File: src/rtl/encoder_pkg.sv
// encoder_scan shared types: FSM state, scan-order constants, popcount.
// Imported by encoder_pick and encoder_scan.
package encoder_pkg;

  typedef enum logic {
    IDLE = 1'b0,
    SCAN = 1'b1
  } state_t;

  localparam int ENC_MODE_PRIO = 0;
  localparam int ENC_MODE_RR   = 1;

  // Callers zero-extend their vector to 64 bits.
  function automatic int popcount(input logic [63:0] v);
    int c;
    logic [63:0] t;
    c = 0;
    t = v;
    for (int i = 0; i < 64; i++) begin
      c = c + int'(t[0]);
      t = t >> 1;
    end
    return c;
  endfunction

endpackage

File: src/rtl/encoder_pick.sv
// Find-first-set over vec, searching upward from start with wrap.
// Ports: vec, start in; idx (first set index), found out.
module encoder_pick
  import encoder_pkg::*;
#(
  parameter int WIDTH = 8,
  parameter int IDX_W = $clog2(WIDTH)
) (
  input  logic [WIDTH-1:0] vec,
  input  logic [IDX_W-1:0] start,
  output logic [IDX_W-1:0] idx,
  output logic             found
);

  // One extra bit so start+i never overflows before the wrap.
  logic [IDX_W:0] j;

  always_comb begin
    idx   = '0;
    found = 1'b0;
    j     = '0;
    for (int i = 0; i < WIDTH; i++) begin
      j = {1'b0, start} + (IDX_W+1)'(i);
      if (j >= (IDX_W+1)'(WIDTH))
        j = j - (IDX_W+1)'(WIDTH);
      if (!found && vec[j[IDX_W-1:0]]) begin
        found = 1'b1;
        idx   = j[IDX_W-1:0];
      end
    end
  end

endmodule

File: src/rtl/encoder_scan.sv
// Captures a request vector and emits each set index over valid/ready.
// Ports: clk, rst_n, din/en/in_ready load side; dout/dout_valid/
// dout_ready/dout_last beat side; onehot and zero load flags.
module encoder_scan
  import encoder_pkg::*;
#(
  parameter  int WIDTH = 8,
  localparam int IDX_W = $clog2(WIDTH),
  parameter  int MODE  = ENC_MODE_PRIO
) (
  input  logic             clk,
  input  logic             rst_n,
  input  logic [WIDTH-1:0] din,
  input  logic             en,
  output logic             in_ready,
  output logic [IDX_W-1:0] dout,
  output logic             dout_valid,
  input  logic             dout_ready,
  output logic             dout_last,
  output logic             onehot,
  output logic             zero
);

  state_t           state;
  state_t           nstate;
  logic [WIDTH-1:0] pending;
  logic [IDX_W-1:0] ptr;
  logic [IDX_W-1:0] start;
  logic [IDX_W-1:0] pick_idx;
  logic             found;
  logic             load;
  logic             beat;

  assign start = (MODE == ENC_MODE_RR) ? ptr : '0;

  encoder_pick #(
    .WIDTH (WIDTH),
    .IDX_W (IDX_W)
  ) u_pick (
    .vec   (pending),
    .start (start),
    .idx   (pick_idx),
    .found (found)
  );

  assign in_ready   = (state == IDLE);
  assign dout_valid = (state == SCAN);
  assign dout       = (dout_valid && found) ? pick_idx : '0;
  assign dout_last  = dout_valid &&
                      (popcount(64'(pending)) == 1);
  assign load       = in_ready && en;
  assign beat       = dout_valid && dout_ready;

  always_comb begin
    nstate = state;
    unique case (state)
      IDLE:    if (load && (din != '0)) nstate = SCAN;
      SCAN:    if (beat && dout_last) nstate = IDLE;
      default: nstate = IDLE;
    endcase
  end

  always_ff @(posedge clk) begin
    if (!rst_n) begin
      state   <= IDLE;
      pending <= '0;
      ptr     <= '0;
      onehot  <= 1'b0;
      zero    <= 1'b0;
    end else begin
      state <= nstate;
      zero  <= load && (din == '0);
      if (load)
        onehot <= (popcount(64'(din)) == 1);
      if (load && (din != '0)) begin
        pending <= din;
      end else if (beat) begin
        pending <= pending & ~(WIDTH'(1) << dout);
        // Explicit wrap keeps non-power-of-two widths in range.
        if (MODE == ENC_MODE_RR)
          ptr <= (dout == IDX_W'(WIDTH-1)) ? '0
               : dout + IDX_W'(1);
      end
    end
  end

endmodule
File: config.mk
export PLATFORM = sky130hd
export DESIGN_NAME = encoder_scan
export DESIGN_NICKNAME = d
export VERILOG_FILES = /design/src/rtl/encoder_pkg.sv /design/src/rtl/encoder_pick.sv /design/src/rtl/encoder_scan.sv
export SDC_FILE = /design/constraint.sdc
export NUM_CORES = 1
export LEC_CHECK = 0
export CORE_MARGIN = 1.5
export CORE_UTILIZATION = 35
export DETAILED_ROUTE_END_ITERATION = 16
export DONT_BUFFER_PORTS = 1
export PLACE_DENSITY = 0.58
export SYNTH_ARGS = -nofsm -noshare
export SYNTH_HDL_FRONTEND = slang
export SYNTH_SLANG_ARGS = --single-unit
File: constraint.sdc
create_clock -name clk -period 3.49 [get_ports clk]
set_input_delay 0.1745 -clock clk [delete_from_list [all_inputs] [get_ports clk]]
set_output_delay 0.1745 -clock clk [all_outputs]
set_load 0.005 [all_outputs]
==> reports/results.ini <==
[run_status]
status = complete, no violations

[global_route]
grt_pass1_wl_mm = 3.79
grt_usage_pct = 15.3
grt_max_degree = 13
antenna_found_initial = 0
overflow = 0
grt_pass1_vias = 828

[placed_design]
dp_worst_setup_slack_ns = 0.300
dpl-instance-area_um2 = 1020
io_buffers = 0
dp_cells = 145
hpwl_mm = 1.79
place_congestion = 0.815

[route]
vias = 838
viasPerCell = 5.59
routed_wl_mm = 2.14
drtIter0Drc = 34
first_pass_iters = 4
ant_nets = 0
remaining_drc_errors = 0
post_drt_wl_per_cell_um = 14.3

[synthesis]
syn_area_per_cell_um2 = 8.58
yosysTopAreaCellShare_pct = 21.9
synth_cell_types = 35
yosys.area.top_type = dfxtp_1
ys_seq_area_share_pct = 21.9
netlist_instances = 117
synth_seq_cells = 11
yosys_warnings = 0
ys_top_cells_by_area = dfxtp_1 22%, fa_1 16%, ha_1 11%
syn_nets = 146
syn_area_um2 = 1000

[power]
p_per_area_nw_per_um2 = 386
p_leak_nw = 0.476
ir_drop_mv = 0.172
finalPower_mw = 0.414

[cells_and_area]
layout_common_cells = 24 x inv_1, 9 x dfxtp_1, 8 x nor2_1, 8 x ha_1, 7 x fa_1
final_area_um2 = 1070
final_common_cell = inv_1
syn2layout_area_growth_pct = 6.73
nNetsFinal = 149
drive_gt1_share_pct = 15.1
fill_cells = 278
stdcell_count = 150
antenna_cells = 0

[timing]
setup_viol = 0
layout_setup_ws_ns = 0.125
slew_headroom_pct = 68.8
final.setup_skew_ns = 0.00118
tightest_slew_ns = 0.464
fmax_mhz = 297
fin_setup_tns_ns = 0
min_period_over_period_pct = 96.4
rsz0062_at_grt = yes
period_minus_slack_ns = 3.37
slew_violations = 0
hold_viol = 0

[critical_path]
crit_required_ns = 3.32
endpoint_kind = primary output
worstPathMaxFanout = 3
rr_worst_depth = 12
startpoint = pending[0]
reg2reg_slack_ns = 0.30
timing.rr.end = dout_valid
reg2reg_from = pending[0]
endpoint = dout_last
path_class = register to primary output
cp-start-kind = register
crit_arrival_ns = 3.19

[worst_hold_path]
hp-class = input pin to register

[cts]
htreeDepth = 1
clk_latency_ns = 0.27
clock-root-buffer = clkbuf_4
cts_tree = done
cts_buffer_depth = 2
cts.sinks = 11
clk_pin_slew_ns = 0.07
cts_buffers = 3

[floorplan]
start_util_pct = 36.7
die_y_um = 56.5
num_rows = 19
io_pins = 20
core_um2 = 2730
die_x_um = 56.5
die_area_um2 = 3200

[job]
cap_viol_max_count = 0

==> routing by layer <==
metal  wire length [µm]  global-route usage (%)  vias up  share of wire [%]
met5                  0                       0        -                  0
met4                 27                    4.08        0                1.3
met3                127                    4.61        5                5.9
met2               1040                    24.8       21                 48
met1                949                    19.6      403                 44
li1                   -                       -      409                  -
==> cell type report <==
class                           instances  area (µm²)  area share [%]
Timing Repair Buffer                    1        7.51           0.701
Clock buffer                            4        26.3            2.45
Inverter                               26        97.6            9.11
Multi-Input combinational cell         77         678            63.3
Tap cell                               31        38.8            3.62
Sequential cell                        11         223            20.8
==> worst max-delay path: stages (launching register included) <==
cell and delay, ns:
dfxtp_1 0.33, inv_1 0.08, fa_1 0.48, fa_1 0.54, fa_1 0.42, inv_1 0.07
ha_2 0.18, inv_2 0.04, fa_2 0.54, nand3_2 0.08, nor2_2 0.15
==> what timing repair did <==
action                                  4_1_cts  5_1_grt
endpoints found under the setup margin        0        1
hold buffers                                  0        0
gates resized for setup                       0        8
setup buffers                                 0        1
==> registers in the layout, summed over array words and instances (netlist names) <==
| register | cells |
|---|---|
| dout_valid | 1 |
| onehot | 1 |
| pending | 8 |
| zero | 1 |
==> cell usage after synthesis <==
cell type / count
inv_1: 26
and2_1: 1
o2111ai_1: 1
o22ai_2: 1
nand2b_1: 1
o211a_1: 1
a31oi_1: 3
nand2_1: 6
o21ai_0: 2
buf_6: 1
o31ai_2: 1
a31o_2: 1
nor3_1: 1
o21a_1: 2
and4_1: 1
nor3_2: 1
dfxtp_1: 11
nor2b_1: 1
or3b_4: 1
nor3b_1: 2
o21ai_1: 1
ha_1: 9
o311a_1: 2
nor4_1: 1
nand3_1: 3
and3_1: 2
a21boi_0: 2
buf_2: 1
nor2_1: 9
nor4_2: 1
o2111a_1: 1
clkbuf_1: 1
a21oi_1: 6
fa_1: 8
a32oi_1: 5
==> through the flow <==
stage	utilization (%)	hold slack, ns
CTS	38.4	0.00878
global placement	37.4	0.295
global route	39.2	0.00765
finish	39.2	0.0125
floorplan	-	0.293
detailed placement	37.4	0.298
==> cells by family (layout without fill, tap and decap cells) <==
family | count (synthesis) | count (layout) | synth area share (%)
buffers and inverters | 29 | 31 | 11.7
adders and majority gates | 17 | 17 | 27.2
and+or+nand+nor | 31 | 31 | 17.1
AOI/OAI and AO/OA | 29 | 29 | 22.1
DFF | 11 | 11 | 21.9
==> worst min-delay path by stage <==
| stage | from | endpoint | slack [ns] | depth (start not counted) |
|---|---|---|---|---|
| 6_report | rst_n | pending[1] | 0.01 | 1 |
| 5_1_grt | rst_n | pending[1] | 0.008 | 1 |
| 4_1_cts | rst_n | pending[1] | 0.009 | 1 |
| 3_5_place_dp | rst_n | pending[1] | 0.30 | 1 |
| 3_3_place_gp | rst_n | pending[1] | 0.30 | 1 |
| 2_1_floorplan | din[4] | pending[4] | 0.29 | 2 |
==> power breakdown <==
| group | total [mW] | switching, mW | leakage (nW) | internal [mW] |
|---|---|---|---|---|
| Sequential | 0.148 | 0.0124 | 0.0910 | 0.136 |
| Clock | 0.0891 | 0.0448 | 0.0150 | 0.0443 |
| Combinational | 0.177 | 0.0989 | 0.370 | 0.0777 |
Power figures use the tool's default switching activity.
